$ cat config.mk
export PLATFORM = sky130hd
export DESIGN_NAME = exec_core
export DESIGN_NICKNAME = d
export VERILOG_FILES = /design/src/rtl/exec_core_pkg.sv /design/src/rtl/exec_core_alu.sv /design/src/rtl/exec_core.sv
export SDC_FILE = /design/constraint.sdc
export NUM_CORES = 1
export LEC_CHECK = 0
export ABC_AREA = 0
export BUFFER_PORTS_ARGS = -buffer_cell sky130_fd_sc_hd__buf_4
export CAP_MARGIN = 25
export CORE_UTILIZATION = 48
export DETAILED_ROUTE_END_ITERATION = 16
export GPL_ROUTABILITY_DRIVEN = 0
export PLACE_DENSITY = 0.72
export SLEW_MARGIN = 10
export SYNTH_ARGS = -nofsm -noshare
export SYNTH_HDL_FRONTEND = slang
export SYNTH_HIERARCHICAL = 1
export SYNTH_SLANG_ARGS = --single-unit
$ cat constraint.sdc
create_clock -name clk -period 13.59 [get_ports clk]
set_input_delay 1.359 -clock clk [delete_from_list [all_inputs] [get_ports clk]]
set_output_delay 1.359 -clock clk [all_outputs]
set_load 0.01 [all_outputs]
$ cat src/rtl/exec_core_pkg.sv
// ---------------------------------------------------------------------------
// exec_core_pkg
// Shared definitions for the exec_core slice: instruction format codes, ALU
// select codes, cmp result codes, FSM state encoding, instruction field bit
// positions and a decode helper that splits a 16-bit instruction into fields.
// ---------------------------------------------------------------------------
package exec_core_pkg;

  localparam int unsigned DATA_W = 16;
  localparam int unsigned NUM_REGS = 8;
  localparam int unsigned REG_IDX_W = 3;

  // Instruction field bit positions
  localparam int unsigned FMT_LSB  = 0;
  localparam int unsigned FMT_MSB  = 1;
  localparam int unsigned SEL_LSB  = 2;
  localparam int unsigned SEL_MSB  = 4;
  localparam int unsigned IMM_LSB  = 5;
  localparam int unsigned IMM_MSB  = 12;
  localparam int unsigned RY_LSB   = 10;
  localparam int unsigned RY_MSB   = 12;
  localparam int unsigned RX_LSB   = 13;
  localparam int unsigned RX_MSB   = 15;
  localparam int unsigned MEM_RSVD_BIT = 2;  // memory format: 0 = load, 1 = reserved

  typedef enum logic [1:0] {
    FMT_R   = 2'b00,
    FMT_I   = 2'b01,
    FMT_BR  = 2'b10,
    FMT_MEM = 2'b11
  } fmt_e;

  typedef enum logic [2:0] {
    ALU_ADD = 3'd0,
    ALU_SUB = 3'd1,
    ALU_AND = 3'd2,
    ALU_OR  = 3'd3,
    ALU_XOR = 3'd4,
    ALU_SHL = 3'd5,
    ALU_SHR = 3'd6,
    ALU_CMP = 3'd7
  } alu_sel_e;

  localparam logic [DATA_W-1:0] CMP_EQ = 16'd0;
  localparam logic [DATA_W-1:0] CMP_GT = 16'd1;
  localparam logic [DATA_W-1:0] CMP_LT = 16'd2;

  typedef enum logic [1:0] {
    ST_IDLE = 2'd0,
    ST_EXEC = 2'd1,
    ST_MEM  = 2'd2,
    ST_WB   = 2'd3
  } state_e;

  typedef struct packed {
    fmt_e                  fmt;
    logic [REG_IDX_W-1:0]  rx;
    logic [REG_IDX_W-1:0]  ry;
    alu_sel_e              alu_sel;
    logic [DATA_W-1:0]     imm;      // imm8 zero-extended
    logic                  is_load;
    logic                  is_alu;   // R-type or I-type
  } decoded_t;

  function automatic decoded_t decode(input logic [DATA_W-1:0] ir);
    decoded_t d;
    d.fmt     = fmt_e'(ir[FMT_MSB:FMT_LSB]);
    d.rx      = ir[RX_MSB:RX_LSB];
    d.ry      = ir[RY_MSB:RY_LSB];
    d.alu_sel = alu_sel_e'(ir[SEL_MSB:SEL_LSB]);
    d.imm     = {8'h00, ir[IMM_MSB:IMM_LSB]};
    d.is_load = (d.fmt == FMT_MEM) && !ir[MEM_RSVD_BIT];
    d.is_alu  = (d.fmt == FMT_R) || (d.fmt == FMT_I);
    return d;
  endfunction

endpackage

$ cat src/rtl/exec_core_alu.sv
// ---------------------------------------------------------------------------
// alu
// Purely combinational 16-bit ALU. All results wrap mod 2^16.
// Ports:
//   a       - A operand (R[rx])
//   b       - B operand (R[ry] or zero-extended immediate)
//   alu_sel - operation select
//   result  - operation result
// ---------------------------------------------------------------------------
module alu
  import exec_core_pkg::*;
(
  input  logic [DATA_W-1:0] a,
  input  logic [DATA_W-1:0] b,
  input  alu_sel_e          alu_sel,
  output logic [DATA_W-1:0] result
);

  // NOTE: every combinational output gets a default before the case, so no
  // path through the block can leave it unassigned and infer a latch.
  always_comb begin
    result = '0;
    unique case (alu_sel)
      ALU_ADD: result = a + b;
      ALU_SUB: result = a - b;
      ALU_AND: result = a & b;
      ALU_OR:  result = a | b;
      ALU_XOR: result = a ^ b;
      ALU_SHL: result = a << b[3:0];
      ALU_SHR: result = a >> b[3:0];
      ALU_CMP: begin
        if (a == b)     result = CMP_EQ;
        else if (a > b) result = CMP_GT;
        else            result = CMP_LT;
      end
      default: result = '0;
    endcase
  end

endmodule

$ cat src/rtl/exec_core.sv
// ---------------------------------------------------------------------------
// exec_core
// Multi-cycle execution core: IDLE -> EXEC/MEM -> WB -> IDLE.
// Ports:
//   clk             - system clock
//   reset           - asynchronous, active-high reset
//   run_core        - instr holds a valid instruction
//   instr           - instruction (en_memory_inst=0) or load data (=1)
//   done            - one-cycle pulse at retirement (WB)
//   en_memory_inst  - high only in MEM; fetch side returns load data
//   memory_addr     - load address R[ry] in MEM, else 0
//   last_alu_result - most recent R/I-type write-back value
//   dbg_rx_out      - value written to Rx in the current WB cycle, else 0
// ---------------------------------------------------------------------------
module exec_core
  import exec_core_pkg::*;
(
  input  logic              clk,
  input  logic              reset,
  input  logic              run_core,
  input  logic [DATA_W-1:0] instr,
  output logic              done,
  output logic              en_memory_inst,
  output logic [DATA_W-1:0] memory_addr,
  output logic [DATA_W-1:0] last_alu_result,
  output logic [DATA_W-1:0] dbg_rx_out
);

  state_e            state_q, state_d;
  logic [DATA_W-1:0] ir_q, ir_d;
  logic [DATA_W-1:0] c_q, c_d;
  logic [DATA_W-1:0] last_q;
  logic [DATA_W-1:0] rf_q [NUM_REGS];

  decoded_t          dec;
  logic [DATA_W-1:0] op_a;
  logic [DATA_W-1:0] op_b;
  logic [DATA_W-1:0] rf_ry;
  logic [DATA_W-1:0] alu_result;
  logic              wb_write;

  assign dec   = decode(ir_q);
  // Operands are read in EXEC/MEM while the file still holds pre-write values,
  // so rx == ry naturally sees the old value on both sides.
  assign op_a  = rf_q[dec.rx];
  assign rf_ry = rf_q[dec.ry];
  assign op_b  = (dec.fmt == FMT_I) ? dec.imm : rf_ry;

  alu u_alu (
    .a       (op_a),
    .b       (op_b),
    .alu_sel (dec.alu_sel),
    .result  (alu_result)
  );

  // Branches and reserved memory ops retire through WB without writing.
  assign wb_write = (state_q == ST_WB) && (dec.is_alu || dec.is_load);

  // ---------------- next-state / datapath ----------------
  always_comb begin
    state_d = state_q;
    ir_d    = ir_q;
    c_d     = c_q;
    unique case (state_q)
      ST_IDLE: begin
        if (run_core) begin
          ir_d    = instr;
          state_d = decode(instr).is_load ? ST_MEM : ST_EXEC;
        end
      end
      ST_EXEC: begin
        c_d     = alu_result;
        state_d = ST_WB;
      end
      ST_MEM: begin
        c_d     = instr;  // load data returned on the instr bus
        state_d = ST_WB;
      end
      ST_WB: begin
        state_d = ST_IDLE;
      end
      default: state_d = ST_IDLE;
    endcase
  end

  // NOTE: sequential state uses non-blocking assignments so every register
  // samples pre-edge values regardless of statement order.
  always_ff @(posedge clk or posedge reset) begin
    if (reset) begin
      state_q <= ST_IDLE;
      ir_q    <= '0;
      c_q     <= '0;
    end else begin
      state_q <= state_d;
      ir_q    <= ir_d;
      c_q     <= c_d;
    end
  end

  // NOTE: the register file is small and must read as zero after reset, so it
  // is reset like ordinary flops rather than inferred as an unreset RAM.
  always_ff @(posedge clk or posedge reset) begin
    if (reset) begin
      for (int i = 0; i < NUM_REGS; i++) rf_q[i] <= '0;
    end else if (wb_write) begin
      rf_q[dec.rx] <= c_q;
    end
  end

  always_ff @(posedge clk or posedge reset) begin
    if (reset) begin
      last_q <= '0;
    end else if ((state_q == ST_WB) && dec.is_alu) begin
      last_q <= c_q;
    end
  end

  // ---------------- outputs (decoded from state, cleared by reset) ----------
  assign done            = (state_q == ST_WB);
  assign en_memory_inst  = (state_q == ST_MEM);
  assign memory_addr     = en_memory_inst ? rf_ry : '0;
  assign last_alu_result = last_q;
  assign dbg_rx_out      = wb_write ? c_q : '0;

endmodule

==> flow_summary.yaml, run 1 <==
clock_tree:
  clock_path_buffers: 2
  h-tree-depth: 4
  cts-buffers-inserted: 17
  cts_sinks: 178
  clk_latency_ns: 0.44
  clk_pin_slew_ns: 0.08
  cts_root_buf: "clkbuf_16"
  hold_buffers: 0
  cts_tree: "done"
  postCtsResizedCells: 0
  cts_setup_buffers: 0
worst_setup_path:
  critPathArrivalTime_ns: 5.39
  path_max_fanout: 30
  required_ns: 13.95
  critPathCaptureType: "flip-flop"
  start_kind: "flip-flop"
  critPathKind: "flip-flop to flip-flop"
die:
  core_um2: 27200
  start_util_pct: 49.2
  core.rowCount: 60
  die_x_um: 169
  io_pins: 69
  die_area_um2: 28500
  die_h_um: 169
drt:
  wl_per_cell_um: 24.9
  vias: 10700
  drt_iter0_drc: 1204
  ant_nets: 0
  route.detailed.drc: 0
  firstDrtPassIters: 5
  via_per_inst: 6.61
  wirelength_um: 40200
cells_and_area:
  mostFrequentLayoutCell: "dfrtp_1"
  diodes: 0
  final_cell_mix: "dfrtp_1, mux2_2, nor2_1"
  layout.nets: 1302
  regArea_um2: 4460
  multi_input_area_um2: 8200
  area_growth_pct: 9.98
  fill_cells: 2339
  final_layout_size_suffix_gt1_share_pct: 33.4
sta:
  finalClockSkew_ns: 0.0192
  tightest_slew_ns: 1.10
  max_slew_margin_pct: 26.0
  rsz0062_at_grt: "no"
  hold_ws_ns: 0.508
  max_freq_ghz: 0.199
  fin_crit_ns: 5.03
  final-max-slew-violation-count: 0
  fin_crit_sh_pct: 37.0
  setup_tns_ns: 0
  setup_viol_count_final: 0
  final-hold-violation-count: 0
logic_synthesis:
  ys_types: 79
  synth-edff-count: 0
  syn_area_um2: 13400
  synth_flop_cell: "dfrtp_1"
  yosys_warnings: 6
  synthCells: 1220
  ys_ff_latch: 178
  syn_area_per_cell_um2: 11.0
  synth.net_count: 1293
  synth-seq-area-share_pct: 33.3
  async_reset_ff_share_pct: 100
placed_design:
  port_buffers: 68
  dpl.hpwl_um: 27700
grt:
  grt_pass1_vias: 10600
  gr-total-overflow: 0
  grt_use_total_pct: 28.6
  met2_usage_pct: 45.0
  grt_pass1_wl_um: 62000
  antenna_found_initial: 0
  grt_max_degree: 101
  met3_usage_pct: 5.70
  globalRoute.busiestLayer: "met2"
  gr-usage-met1_pct: 37.5
outcome:
  status: "complete, no violations"
hold_path:
  hold_path_class: "flip-flop to flip-flop"
flow_run:
  cap_viol_max_count: 0
==> Yosys cell counts, types with 6 or more instances <==
cell	number	share of area [%]
a211o_1	8	0.52
a211oi_1	19	1.1
a21o_1	8	0.45
a21oi_1	61	2.3
a22o_1	6	0.39
and2_1	19	0.89
and3_1	6	0.28
buf_2	32	1.2
buf_4	12	0.67
buf_6	6	0.51
clkbuf_1	47	1.3
dfrtp_1	178	33
ha_1	52	4.9
inv_1	54	1.5
mux2_2	173	15
mux2_4	23	2.6
mux2i_1	64	4.8
mux4_2	63	11
nand2_1	45	1.3
nand2b_1	11	0.51
nand3_1	9	0.34
nor2_1	90	2.5
nor2b_1	19	0.89
nor3_1	16	0.60
nor4_1	8	0.37
o2111a_1	6	0.51
o211ai_1	13	0.73
o21ai_0	34	1.3
o22ai_1	11	0.51
o31ai_1	7	0.39
or4_1	6	0.34
==> per-stage QoR <==
stage	std cells	area, µm²	setup WS (ns)	utilization [%]
after global placement	1578	14000	8.89	51.6
final	1613	14700	8.56	54.1
after CTS	1610	14600	8.78	53.9
after floorplan	1220	13400	7.40	-
after detailed placement	1579	14000	8.77	51.6
after global routing	1613	14700	8.28	54.1
==> per-layer routing <==
layer | routed length (µm) | part of all wire (%)
met3 | 3420 | 8.5
met1 | 16100 | 40
met5 | 0 | 0
met2 | 18700 | 46
met4 | 1950 | 4.9
==> logic make-up after synthesis <==
kind of cell	count (synthesis)	synth area share [%]
AO/OA/AOI/OAI	245	13.3
XOR/XNOR	6	0.393
adder cells (fa/ha/maj)	54	5.17
buffers and inverters	161	5.61
flip-flops	178	33.3
multiplexers	325	32.9
AND/OR/NAND/NOR	251	9.28
==> worst paths after layout <==
path	slack (ns)	cells past startpoint	to	startpoint
max	8.56	13	c_q[11]$_DFFE_PP0P_	ir_q[10]$_DFFE_PP0P_
min	0.51	1	last_alu_result[2]$_DFFE_PP0P_	last_alu_result[2]$_DFFE_PP0P_
max reg2reg	8.56	13	c_q[11]$_DFFE_PP0P_	ir_q[10]$_DFFE_PP0P_
min reg2reg	0.51	1	last_alu_result[2]$_DFFE_PP0P_	last_alu_result[2]$_DFFE_PP0P_
max in group asynchronous	11.39	5	rf_q[20]$_DFFE_PP0P_	reset
min in group asynchronous	0.89	2	last_alu_result[11]$_DFFE_PP0P_	reset
==> area by class of cell <==
| class | count | area share [%] |
|---|---|---|
| multi-input cells | 881 | 55.8 |
| clock buffers | 19 | 2.94 |
| inverters | 59 | 1.54 |
| flip-flops and latches | 178 | 30.3 |
| well taps | 372 | 3.16 |
| clock inverters | 12 | 1.18 |
| repair buffers | 92 | 5.07 |
==> state kept, by name (all words and copies together) (netlist names) <==
signal / cells
rf_q: 128
c_q: 16
ir_q: 16
last_alu_result: 16
state_q: 2
==> worst max-delay path, cell delays in order, from the launching register on <==
cell      delay, ns
dfrtp_2        0.78
mux2i_1        0.16
a22o_1         0.27
o31ai_1        0.70
inv_1          0.24
ha_1           0.60
and3_1         0.26
nand3_1        0.08
o21ai_0        0.77
a41oi_1        0.29
a2111o_1       0.44
o211ai_1       0.10
mux2i_1        0.10
a21oi_1        0.16
Power of run 1 is left out: the tool's default activity adds up to more than one toggle a clock period on the data nets, which glitch-free logic cannot reach.
==> inputs of run 2 (changes only) <==
Settings changed: ABC_AREA 0 to 1.
Clock period 13.59 ns to 4.9 ns, I/O delays scaled along.
==> flow_summary.yaml, run 2 <==
sta:
  max_slew_margin_pct: 39.3
  setup_viol_count_final: 0
  finalClockSkew_ns: 0.0164
  hold_ws_ns: 0.141
  final-max-slew-violation-count: 0
  max_freq_ghz: 0.237
  tightest_slew_ns: 0.908
  rsz0062_at_grt: "no"
  fin_crit_sh_pct: 85.9
  final-hold-violation-count: 0
  setup_tns_ns: 0
  fin_crit_ns: 4.21
logic_synthesis:
  yosysTopAreaCell: "dfrtp_1"
  synth-edff-count: 0
  synth_flop_cell: "dfrtp_1"
  async_reset_ff_share_pct: 100
  synth-seq-area-share_pct: 33.0
  netlist.area_leader.share_pct: 33.0
  synth.area.top_cells: "dfrtp_1, nand2_1, nand3_1"
  yosys_warnings: 6
  synthCells: 2108
  ys_ff_latch: 178
  synth.net_count: 2181
  syn_area_per_cell_um2: 6.39
  synth_common_cells: "nand2_1, inv_1, nand3_1"
  syn_area_um2: 13500
  yosysMostFrequentCell: "nand2_1"
  ys_types: 36
clock_tree:
  cts_root_buf: "clkbuf_16"
  cts_setup_buffers: 0
  h-tree-depth: 4
  postCtsResizedCells: 0
  clk_pin_slew_ns: 0.09
  cts_sinks: 178
  cts-buffers-inserted: 17
  clock_path_buffers: 2
  clk_latency_ns: 0.44
  hold_buffers: 0
  cts_tree: "done"
cells_and_area:
  diodes: 0
  layout.nets: 2157
  regMostFlops: "rf_q"
  final_cell_mix: "nand2_1, inv_1, nand3_1"
  mostFrequentLayoutCell: "nand2_1"
  fill_cells: 2685
  final_layout_size_suffix_gt1_share_pct: 8.11
  area_growth_pct: 8.75
  largest_reg_flops: 128
grt:
  globalRoute.busiestLayer: "met2"
  met3_usage_pct: 5.50
  gr-total-overflow: 0
  met2_usage_pct: 51.3
  grt_use_total_pct: 33.2
  grt_max_degree: 94
  gr-usage-met1_pct: 44.9
  antenna_found_initial: 3
  grt_pass1_wl_um: 73700
  grt_pass1_vias: 13300
die:
  core.rowCount: 60
  die_h_um: 170
  core_um2: 27300
  die_x_um: 170
  io_pins: 69
  die_area_um2: 28800
  start_util_pct: 49.5
worst_setup_path:
  critPathMaxStageDelay_ns: 0.60
  reg2reg_from: "ir_q[1]$_DFFE_PP0P_"
  worstSetupPathDepth: 16
  cp_cell_sequence: "inv_1 > nand2_1 > inv_1 > nand2_1 > nand2_1 > buf_4 > inv_2 > ha_1 > nand2_1 > o21ai_0 > a21oi_1 > xor2_1 > nand2_1 > nand3_1 > o21ai_0 > o22ai_1"
  crit_end: "c_q[8]$_DFFE_PP0P_"
  critPathKind: "flip-flop to flip-flop"
  required_ns: 5.20
  critPathBufInv: 4
  cp_top_family: "buffers and inverters"
  r2r_setup_slack_ns: 0.69
  r2r_cells: 16
  crit_path_start: "ir_q[1]$_DFFE_PP0P_"
  cp_common_cell: "nand2_1"
  critPathArrivalTime_ns: 4.51
  crit_slowest_cell: "ha_1"
  r2r_end: "c_q[8]$_DFFE_PP0P_"
  start_kind: "flip-flop"
  critPathCaptureType: "flip-flop"
  path_max_fanout: 37
drt:
  drt_iter0_drc: 2143
  wirelength_um: 47200
  ant_nets: 0
  firstDrtPassIters: 8
  vias: 14400
  route.detailed.drc: 0
  wl_per_cell_um: 19.1
  via_per_inst: 5.84
hold_path:
  hold_path_class: "input port to async pin"
outcome:
  status: "complete, no violations"
flow_run:
  cap_viol_max_count: 0
placed_design:
  dpl.hpwl_um: 32400
  port_buffers: 68
-- run 2: cell types whose count changed in the layout (fill, tap and decap cells not counted), sizes merged, moves of 19 or more --
cell	delta
a211oi	-19
inv	+190
mux2	-196
mux2i	-64
mux4	-65
nand2	+635
nand3	+209
nand4	+21
nor2	+112
nor2b	-19
o211ai	+51
o21ai	+178
-- run 2: worst min-delay path by stage --
stage | endpoint | slack, ns
6_report | rf_q[98]$_DFFE_PP0P_ | 0.14
5_1_grt | rf_q[98]$_DFFE_PP0P_ | 0.19
3_3_place_gp | rf_q[31]$_DFFE_PP0P_ | 0.47
2_1_floorplan | ir_q[5]$_DFFE_PP0P_ | 0.45
3_5_place_dp | rf_q[70]$_DFFE_PP0P_ | 0.47
4_1_cts | rf_q[98]$_DFFE_PP0P_ | 0.15
-- run 2: layout make-up --
type / instances / area [µm²] / area share (%)
Multi-Input combinational cell: 1552 / 7480 / 51.0
Sequential cell: 178 / 4460 / 30.4
Inverter: 249 / 941 / 6.42
Timing Repair Buffer: 86 / 683 / 4.66
Tap cell: 372 / 465 / 3.17
Clock buffer: 17 / 425 / 2.90
Clock inverter: 15 / 211 / 1.44
-- run 2: kinds of logic after synthesis --
logic type,count (synthesis),share of synthesized area (%)
simple gates,1140,35.3
buf+inv,378,11.5
compound gates,351,14.6
flops,178,33.0
fa+ha+maj,54,5.12
xor+xnor,7,0.455
-- run 2: stage by stage --
stage / cell area, µm² / cells / setup WS (ns) / util [%]
after floorplan: 13500 / 2108 / 1.74 / -
after global placement: 14000 / 2437 / 0.946 / 51.5
after detailed placement: 14000 / 2437 / 0.853 / 51.5
after CTS: 14700 / 2469 / 0.814 / 53.8
after global routing: 14700 / 2469 / 0.458 / 53.8
final: 14700 / 2469 / 0.689 / 53.8
-- run 2: worst reg2reg max path: stages, from the launching register on --
cell,delay [ns]
dfrtp_1,0.37
inv_1,0.09
nand2_1,0.29
inv_1,0.56
nand2_1,0.11
nand2_1,0.10
buf_4,0.26
inv_2,0.30
ha_1,0.61
nand2_1,0.13
o21ai_0,0.45
a21oi_1,0.16
xor2_1,0.17
nand2_1,0.06
nand3_1,0.10
o21ai_0,0.21
o22ai_1,0.09
-- run 2: layer usage --
| layer | routed length (µm) | part of all wire (%) |
|---|---|---|
| met1 | 19300 | 41 |
| met2 | 20600 | 44 |
| met3 | 4900 | 10 |
| met4 | 2430 | 5.1 |
| met5 | 0 | 0 |
Power of run 2 is left out for the same reason.
